## src/rtl/raster_pkg.sv

```systemverilog
// Shared types and constants for the line rasterizer: FSM states and the
// RGB444-to-frame-buffer pixel word packing.
package raster_pkg;

    typedef enum logic [2:0] {
        ST_IDLE,
        ST_SETUP,
        ST_ADDR,
        ST_WRITE,
        ST_STEP
    } state_t;

    localparam logic [1:0] PIXEL_BYTEENABLE = 2'b11;
    localparam logic [3:0] PIXEL_PAD        = 4'h0;

    // Frame-buffer pixel word is {4'h0, R, G, B}.
    function automatic logic [15:0] pack_rgb444(input logic [11:0] color);
        return {PIXEL_PAD, color};
    endfunction

endpackage

```

## src/rtl/fb_addr_gen.sv

```systemverilog
// Frame-buffer address generator: registers FB_BASE + ((y*H_RES + x) << 1)
// on load and flags whether (x, y) lies on screen.
module fb_addr_gen
    import raster_pkg::*;
#(
    parameter int                 H_RES   = 320,
    parameter int                 V_RES   = 240,
    parameter int                 X_W     = 10,
    parameter int                 Y_W     = 9,
    parameter int                 ADDR_W  = 32,
    parameter logic [ADDR_W-1:0]  FB_BASE = '0
) (
    input  logic              clk,
    input  logic              reset,
    input  logic              load,
    input  logic [X_W-1:0]    x,
    input  logic [Y_W-1:0]    y,
    output logic [ADDR_W-1:0] addr,
    output logic              on_screen
);

    localparam int XL = X_W + 1;
    localparam int YL = Y_W + 1;
    // One extra bit so a resolution equal to 2**X_W still compares correctly.
    localparam logic [X_W:0] H_LIM = XL'(H_RES);
    localparam logic [Y_W:0] V_LIM = YL'(V_RES);

    logic [ADDR_W-1:0] pixel_index;
    logic [ADDR_W-1:0] addr_d, addr_q;

    always_comb begin
        on_screen   = ({1'b0, x} < H_LIM) && ({1'b0, y} < V_LIM);
        pixel_index = ADDR_W'(y) * ADDR_W'(H_RES) + ADDR_W'(x);
        addr_d      = addr_q;
        if (load) begin
            addr_d = FB_BASE + (pixel_index << 1);
        end
    end

    always_ff @(posedge clk or posedge reset) begin
        if (reset) begin
            addr_q <= '0;
        end else begin
            addr_q <= addr_d;
        end
    end

    assign addr = addr_q;

endmodule

```

## src/rtl/line_raster_writer.sv

```systemverilog
// Bresenham line rasterizer writing RGB444 pixels into an SDRAM frame buffer
// through an Avalon-MM write master, clipping pixels that fall off screen.
module line_raster_writer
    import raster_pkg::*;
#(
    parameter int                 H_RES   = 320,
    parameter int                 V_RES   = 240,
    parameter int                 X_W     = 10,
    parameter int                 Y_W     = 9,
    parameter int                 ADDR_W  = 32,
    parameter logic [ADDR_W-1:0]  FB_BASE = 32'h0000_0000
) (
    input  logic              clk,
    input  logic              reset,
    input  logic              cmd_valid,
    output logic              cmd_ready,
    input  logic [X_W-1:0]    cmd_x0,
    input  logic [X_W-1:0]    cmd_x1,
    input  logic [Y_W-1:0]    cmd_y0,
    input  logic [Y_W-1:0]    cmd_y1,
    input  logic [11:0]       cmd_color,
    output logic [ADDR_W-1:0] avm_address,
    output logic              avm_write,
    output logic [15:0]       avm_writedata,
    output logic [1:0]        avm_byteenable,
    input  logic              avm_waitrequest,
    output logic              busy,
    output logic              done
);

    // Error term width: room for 2*err over the full coordinate range.
    localparam int EW = ((X_W > Y_W) ? X_W : Y_W) + 2;

    state_t state_q, state_d;

    logic [X_W-1:0]       x0_q, x0_d, x1_q, x1_d, cur_x_q, cur_x_d;
    logic [Y_W-1:0]       y0_q, y0_d, y1_q, y1_d, cur_y_q, cur_y_d;
    logic [15:0]          data_q, data_d;
    logic signed [EW-1:0] dx_q, dx_d, dy_q, dy_d, err_q, err_d;
    logic                 sx_neg_q, sx_neg_d, sy_neg_q, sy_neg_d;
    logic                 done_q, done_d;

    logic signed [EW-1:0] e2;
    logic [X_W-1:0]       adx;
    logic [Y_W-1:0]       ady;
    logic                 at_end;
    logic                 on_screen;
    logic                 addr_load;

    always_comb begin
        state_d   = state_q;
        x0_d      = x0_q;
        x1_d      = x1_q;
        y0_d      = y0_q;
        y1_d      = y1_q;
        cur_x_d   = cur_x_q;
        cur_y_d   = cur_y_q;
        data_d    = data_q;
        dx_d      = dx_q;
        dy_d      = dy_q;
        err_d     = err_q;
        sx_neg_d  = sx_neg_q;
        sy_neg_d  = sy_neg_q;
        done_d    = 1'b0;
        addr_load = 1'b0;

        adx    = (x1_q >= x0_q) ? (x1_q - x0_q) : (x0_q - x1_q);
        ady    = (y1_q >= y0_q) ? (y1_q - y0_q) : (y0_q - y1_q);
        e2     = err_q <<< 1;
        at_end = (cur_x_q == x1_q) && (cur_y_q == y1_q);

        case (state_q)
            ST_IDLE: begin
                if (cmd_valid) begin
                    x0_d    = cmd_x0;
                    x1_d    = cmd_x1;
                    y0_d    = cmd_y0;
                    y1_d    = cmd_y1;
                    data_d  = pack_rgb444(cmd_color);
                    state_d = ST_SETUP;
                end
            end
            ST_SETUP: begin
                dx_d     = signed'(EW'(adx));
                dy_d     = -signed'(EW'(ady));
                err_d    = signed'(EW'(adx)) - signed'(EW'(ady));
                sx_neg_d = (x1_q < x0_q);
                sy_neg_d = (y1_q < y0_q);
                cur_x_d  = x0_q;
                cur_y_d  = y0_q;
                state_d  = ST_ADDR;
            end
            ST_ADDR: begin
                addr_load = on_screen;
                state_d   = on_screen ? ST_WRITE : ST_STEP;
            end
            ST_WRITE: begin
                if (!avm_waitrequest) begin
                    state_d = ST_STEP;
                end
            end
            ST_STEP: begin
                if (at_end) begin
                    done_d  = 1'b1;
                    state_d = ST_IDLE;
                end else begin
                    // Both tests use the pre-step err; both moves may apply.
                    if (e2 >= dy_q) begin
                        err_d   = err_d + dy_q;
                        cur_x_d = sx_neg_q ? (cur_x_q - X_W'(1)) : (cur_x_q + X_W'(1));
                    end
                    if (e2 <= dx_q) begin
                        err_d   = err_d + dx_q;
                        cur_y_d = sy_neg_q ? (cur_y_q - Y_W'(1)) : (cur_y_q + Y_W'(1));
                    end
                    state_d = ST_ADDR;
                end
            end
            default: begin
                state_d = ST_IDLE;
            end
        endcase
    end

    always_ff @(posedge clk or posedge reset) begin
        if (reset) begin
            state_q  <= ST_IDLE;
            x0_q     <= '0;
            x1_q     <= '0;
            y0_q     <= '0;
            y1_q     <= '0;
            cur_x_q  <= '0;
            cur_y_q  <= '0;
            data_q   <= '0;
            dx_q     <= '0;
            dy_q     <= '0;
            err_q    <= '0;
            sx_neg_q <= 1'b0;
            sy_neg_q <= 1'b0;
            done_q   <= 1'b0;
        end else begin
            state_q  <= state_d;
            x0_q     <= x0_d;
            x1_q     <= x1_d;
            y0_q     <= y0_d;
            y1_q     <= y1_d;
            cur_x_q  <= cur_x_d;
            cur_y_q  <= cur_y_d;
            data_q   <= data_d;
            dx_q     <= dx_d;
            dy_q     <= dy_d;
            err_q    <= err_d;
            sx_neg_q <= sx_neg_d;
            sy_neg_q <= sy_neg_d;
            done_q   <= done_d;
        end
    end

    fb_addr_gen #(
        .H_RES   (H_RES),
        .V_RES   (V_RES),
        .X_W     (X_W),
        .Y_W     (Y_W),
        .ADDR_W  (ADDR_W),
        .FB_BASE (FB_BASE)
    ) u_addr_gen (
        .clk       (clk),
        .reset     (reset),
        .load      (addr_load),
        .x         (cur_x_q),
        .y         (cur_y_q),
        .addr      (avm_address),
        .on_screen (on_screen)
    );

    // Decoded straight from state so an async reset drops the write at once.
    assign cmd_ready      = (state_q == ST_IDLE);
    assign busy           = (state_q != ST_IDLE);
    assign avm_write      = (state_q == ST_WRITE);
    assign avm_writedata  = data_q;
    assign avm_byteenable = PIXEL_BYTEENABLE;
    assign done           = done_q;

endmodule
```

## config.mk

```make
export PLATFORM = sky130hd
export DESIGN_NAME = line_raster_writer
export DESIGN_NICKNAME = d
export VERILOG_FILES = /design/src/rtl/raster_pkg.sv /design/src/rtl/fb_addr_gen.sv /design/src/rtl/line_raster_writer.sv
export SDC_FILE = /design/constraint.sdc
export NUM_CORES = 1
export LEC_CHECK = 0
export ABC_AREA = 1
export CAP_MARGIN = 20
export CORE_MARGIN = 2
export CORE_UTILIZATION = 45
export CTS_CLUSTER_SIZE = 16
export DETAILED_ROUTE_END_ITERATION = 8
export GPL_TIMING_DRIVEN = 0
export PLACE_DENSITY = 0.65
export SLEW_MARGIN = 30
export SYNTH_ARGS = -nofsm -noshare
export SYNTH_HDL_FRONTEND = slang
export SYNTH_SLANG_ARGS = --single-unit
```

## constraint.sdc

```tcl
create_clock -name clk -period 4.6 [get_ports clk]
set_clock_uncertainty 0.05 [all_clocks]
set_input_delay 0.46 -clock clk [delete_from_list [all_inputs] [get_ports clk]]
set_output_delay 0.46 -clock clk [all_outputs]
set_load 0.02 [all_outputs]
```

# --- After elaboration in Yosys (flattened, before gate mapping) ---
# Index checks and enable logic that the tools add are counted.
op_classes:
  n_addsub: 13
  mul: 1
  order_cmp: 8
  n_eq_ne: 11
  muxes: 24
  reduce_logical: 10
ops:
  columns: ["operator", "n"]
  rows:
  - ["two-way mux 12 bit", 5]
  - ["two-way mux 10 bit", 4]
  - ["two-way mux 9 bit", 4]
  - ["one-hot mux 12 bit (2 select lines)", 1]
  - ["one-hot mux 10 bit (2 select lines)", 1]
  - ["subtractor 10 bit", 2]
  - ["adder 18 x 10 -> 19 bit", 1]
  - ["one-hot mux 9 bit (2 select lines)", 1]
  - ["subtractor 9 bit", 2]
  - ["one-hot mux 3 bit (5 select lines)", 1]
  - ["adder 12 x 11 -> 12 bit", 1]
  - ["adder 12 bit", 1]
  - [">= comparator 12 bit", 1]
  - ["less-or-equal comparator 12 x 11 -> 1 bit", 1]
  - ["multiplier 9 x 3 -> 12 bit (second input constant)", 1]
  - ["negator 9 -> 12 bit", 1]
  - ["subtractor 10 x 9 -> 11 bit", 1]
  - ["adder 10 x 1 -> 10 bit (second input constant)", 1]
  - ["== test 10 bit", 1]
  - [">= comparator 10 bit", 1]
  - ["< comparator 10 bit", 1]
  - ["< comparator 10 x 9 -> 1 bit (second input constant)", 1]
  - ["!= test 2 bit (second input constant)", 5]
  - ["subtractor 10 x 1 -> 10 bit (second input constant)", 1]
  - ["18 further kinds", 27]
totals:
  ff_bits: 140
  inputBits: 54
  wordCells: 82

# --- Longest topological paths before layout ---
depth:
  ltp_word: 8
  ltp_mapped: 27

# --- Modules after synthesis ---
# A second synthesis with hierarchy kept.
unflattened:
  hier_cells: 1593
  area_unflattened_um2: 11423.5
by_module_without_submodules:
  columns: ["module", "n_inst", "cells_per_inst", "area_each_um2"]
  rows:
  - ["line_raster_writer", 1, 1362, 9773.1]
  - ["fb_addr_gen", 1, 231, 1650.3]

# --- Worst setup path before layout ---
# Ideal clock, no wire load.
synth_path:
  kind: "reg2reg"
  start: "register err_q[10]"
  end: "register err_q[8]"
  setup_ns: 0.117
  arrival_time_ns: 3.088
  required_ns: 4.433
  setup_slack_ns: 1.345
  stages_incl_launch_ff: 23
  n_path_buf: 0
  cell_sequence: "dfrtp_1 -> ha_1 -> nand2_1 -> nor2_2 -> nor2b_1 -> nand2_1 -> nand3_1 -> nand2_2 -> nand2_4 -> inv_2 -> o21ai_0 -> inv_1 -> ha_1 -> fa_1 -> a21oi_1 -> o21ai_0 -> nand3_1 -> nand2_1 -> xor2_1 -> nand2_1 -> nand3_1 -> nor2_1 -> nor2_1"
synth_between:
  elab_chain_len: 8
  elab_cells_between_ends: 9
  cone_classes: "add/sub (1); order compare (2); mux (6)"
synth_lines:
  columns: ["element", "line_no", "text"]
  rows:
  - ["start: declaration", "line_raster_writer.sv:39", "logic signed [EW-1:0] dx_q, dx_d, dy_q, dy_d, err_q, err_d;"]
  - ["start signal: assignment", "line_raster_writer.sv:152", "err_q <= err_d;"]
  - [">= comparator 12 bit", "line_raster_writer.sv:108", "if (e2 >= dy_q) begin"]
  - ["two-way mux 12 bit", "line_raster_writer.sv:108", null]
  - ["two-way mux 12 bit", "line_raster_writer.sv:103", "if (at_end) begin"]
  - ["two-way mux 12 bit", "line_raster_writer.sv:72", "case (state_q)"]
  - ["adder 12 x 11 -> 12 bit", "line_raster_writer.sv:113", "err_d = err_d + dx_q;"]
  - ["two-way mux 12 bit (*)", "line_raster_writer.sv:112", "if (e2 <= dx_q) begin"]
  - ["two-way mux 12 bit (*)", "line_raster_writer.sv:103", null]
  - ["one-hot mux 12 bit (2 select lines) (*)", "line_raster_writer.sv:72", null]
# Mark *: on every way between the ends. The rest lies on a longest branch, timed or not. The select of a mux whose other input is x is not followed.
# A chain may end at the register's enable or synchronous reset.

# --- Final worst setup path ---
layout_path:
  start: "register x0_q[5]"
  end: "register err_q[6]"
layout_between:
  elab_chain_len: 4
  elab_cells_between_ends: 6
  cone_classes: "add/sub (3); order compare (1); mux (2)"
layout_lines:
  columns: ["element", "line_no", "text"]
  rows:
  - ["start: declaration", "line_raster_writer.sv:36", "logic [X_W-1:0] x0_q, x0_d, x1_q, x1_d, cur_x_q, cur_x_d;"]
  - ["start signal: assignment", "line_raster_writer.sv:128", "x0_q <= '0;"]
  - ["start signal: assignment", "line_raster_writer.sv:143", "x0_q <= x0_d;"]
  - [">= comparator 10 bit", "line_raster_writer.sv:67", "adx = (x1_q >= x0_q) ? (x1_q - x0_q) : (x0_q - x1_q);"]
  - ["two-way mux 10 bit", "line_raster_writer.sv:67", null]
  - ["named net adx[3]", "line_raster_writer.sv:44", "logic [X_W-1:0] adx;"]
  - ["subtractor 10 x 9 -> 11 bit", "line_raster_writer.sv:86", "err_d = signed'(EW'(adx)) - signed'(EW'(ady));"]
  - ["one-hot mux 12 bit (2 select lines)", "line_raster_writer.sv:72", null]
# The timed path passes the listed nets, and every way through them passes these cells.

==> impl_results.md <==
- Rows: 57
- Worst min path class: in -> async
- Slew Limit Fails: 0
- Slew HR: 47.54%
- DIE AREA: 26220 µm²
- Worst r2r dst: err_q[6]
- Worst reg2reg startpoint: x0_q[5]
- Worst setup EP type: flip-flop
- Top FF cell, synth: dfrtp_1
- Core region area: 24390 µm²
- Register Area: 3178 µm²
- Syn Inst Count: roughly 1600
- Total congestion overflow: 0
- Post-synthesis cell area: between 10000 and 15000 µm²
- Worst setup margin: 0.6633 ns
- Yosys cell types: between 50 and 60
- Layout Area Growth over Synthesis: 17.76%
- Critical Path RT: 4.87 ns
- RePlAce Congestion: between 0.9 and 1
- Largest net degree at the start of global routing: 66
- Final std cells w/o fill: 2036
- Clk buf depth: 2
- Post-synth ARST share: 100.0%
- MaxCap Viol Count: 0
- Setup-failing EPs final: 0
- Fraction of layout cells with a size suffix above 1: 7.710%
- Global-route wire length before repair: 52410 µm
- R2R Setup Slk: 0.66 ns
- Final period util: between 80% and 90%
- Root Driver: clkbuf_16
- Critical Path Most Common Cell: nand2_1
- Routed WL: 32010 µm
- CTS Hold Buffers Added: 0
- Register area share after synthesis: 28.32%
- Critical path origin: x0_q[5]
- Number of gates resized after cts: 0
- Post-CTS Setup Bufs: 0
- DP HPWL: 25550 µm
- Critical path's slowest cell: dfrtp_1
- Die Width: 161.9 µm
- Clock slew at reported path FFs: 0.07 ns
- WL/cell: 15.72 µm
- Worst R2R Path Depth: 21
- Critical path arrival: roughly 4.2 ns
- Unrepaired setup endpoints after global routing: no
- Synth Warn #: 0
- DP Cell Count: 2005
- Critical Path, Cell by Cell: inv_1, ha_1, buf_4, a21oi_1, o21ai_0, nand2_1, nand4_2, buf_4, o21ai_2, xor2_1, ha_1, a21oi_1, nand2_1, nand2_1, nand2_1, nand2_1, nand2_1, o21ai_0, nand3_1, nor2_1, nor2_1
- Worst Setup Start Kind: flip-flop
- Nets@finish: 1884
- Post-route ant nets: 0
- Initial Utilization: between 40% and 50%
- CP top delay family: compound AO/OA/AOI/OAI gates
- CTS tree: built
- Ports: 108
- IO Port Bufs: 88
- Clock Latency Late Sink: around 0.43 ns
- Buffers and inverters on the worst path: 3
- Total GRT Usage: 25.15%
- Fmax: 254.0 MHz
- DRT iter0 DRCs: 638
- Pre-antenna DRT Iters: 5
- CTS Buf Count: 17
- Crit path kind: reg -> reg
- Crit path to: err_q[6]
- Worst path depth: 21
- Status: finished, final reports clean
- Multi-input combinational cell area: 6945 µm²
- Die height: ~160 µm
- Worst Path Max Fanout: 10
- Initial antenna violation count: 0
- Drt drc: 0
- Worst-margin pin slew: 0.7868 ns
- Post-Syn Area per Cell: 7.126 µm²
- Routed vias: 10610
- Clk sinks: 127
- Vias per cell: 5.209
- Vias in the first global route: approximately 10000
- Pre-CTS setup slack: 0.7609 ns
- Crit path time final: between 3 and 4 ns
- Slowest cell delay on critical path: 0.39 ns
- Number of flops mapped to enable cells by yosys: 0
- Flops & latches, synth: between 100 and 150
- Hold Vio Cnt, Final: 0
- H-tree depth: 4
- Ant diodes: 0
- Fillers: roughly 2500
logic make-up (layout without fill, tap and decap cells):
logic type / count (synthesis) / count (layout) / share of synthesized area [%]
xor+xnor: 57 / 57 / 4.448
fa+ha+maj: 130 / 130 / 15.23
mux: 16 / 16 / 1.583
other cells: 2 / 19 / 0.06691
buf+inv: 281 / 401 / 10.37
flops: 127 / 127 / 28.32
simple gates: 700 / 700 / 27.24
compound gates: 262 / 262 / 12.75
state kept, by name, summed over array words and instances, names as in the netlist:
register,cells
u_addr_gen.addr,19
avm_writedata,12
dy_q,12
err_q,11
cur_x_q,10
dx_q,10
x0_q,10
x1_q,10
cur_y_q,9
y0_q,9
y1_q,9
state_q,3
done,1
sx_neg_q,1
sy_neg_q,1
cell usage in the layout, fill, tap and decap left out, types with 4 or more instances in the layout:
master,count
a21o_1,5
a21oi_1,107
a31oi_1,6
buf_2,7
buf_4,22
clkbuf_1,16
clkbuf_16,17
clkdlybuf4s50_1,88
clkinv_4,4
conb_1,19
dfrtp_1,127
fa_1,11
ha_1,119
inv_1,221
inv_2,7
mux2_2,14
nand2_1,377
nand2_2,17
nand3_1,103
nand4_1,27
nor2_1,132
nor2_2,6
nor2_4,4
nor3_1,12
o211ai_1,5
o21ai_0,89
o21ai_1,22
o21bai_1,10
or2_2,5
xnor2_1,19
xor2_1,38
worst min path at each step:
stage                              from             endpoint  slack (ns)
finish                            reset              dx_q[6]        0.40
global route                      reset              dx_q[6]        0.45
CTS                               reset              dx_q[4]        0.43
detailed placement  u_addr_gen.addr[19]  u_addr_gen.addr[19]        0.41
global placement    u_addr_gen.addr[19]  u_addr_gen.addr[19]        0.40
floorplan                       dy_q[6]              dy_q[6]        0.43
stage by stage:
stage          util (%)  instance area (µm²)  TNS (ns)  hold WS, ns
4_1_cts           54.19                13220         0       0.4287
6_report          54.19                13220         0       0.4008
2_1_floorplan         -                11290         0       0.4271
3_5_place_dp      51.69                12610         0       0.4138
5_1_grt           54.19                13220         0       0.4542
3_3_place_gp      51.55                12570   -186.78       0.4037
metal layers:
metal  vias to the layer above  wire length, µm  GRT usage [%]
met1                      4967            14540          33.33
met2                       277            15230          42.84
li1                       5316                -              -
met3                        46             1683          4.673
met5                         -                0              0
met4                         0              554          5.591
area by class of cell:
type	count	share of cell area [%]
multi-input cells	1184	52.55
flip-flops and latches	127	24.05
repair buffers	89	6.873
plain buffers	48	2.168
clock buffers	17	3.219
well taps	324	3.067
clock inverters	14	1.382
inverters	233	6.693
synthesized netlist by cell type (10+ instances only):
library cell	instances	share of area, %
nand2_2	17	0.95
nand2_1	377	13
fa_1	11	2.0
nand3_1	103	4.6
buf_4	22	1.5
inv_1	222	7.4
ha_1	119	13
mux2_2	14	1.4
clkbuf_1	16	0.54
a21oi_1	107	4.8
dfrtp_1	127	28
xor2_1	38	3.0
xnor2_1	19	1.5
o21ai_0	89	4.0
nand4_1	27	1.5
o21bai_1	10	0.67
nor2_1	132	4.4
o21ai_1	22	0.98
nor3_1	12	0.54
Power is left out: the tool's default activity adds up to more than one toggle a clock period on the data nets, which glitch-free logic cannot reach.
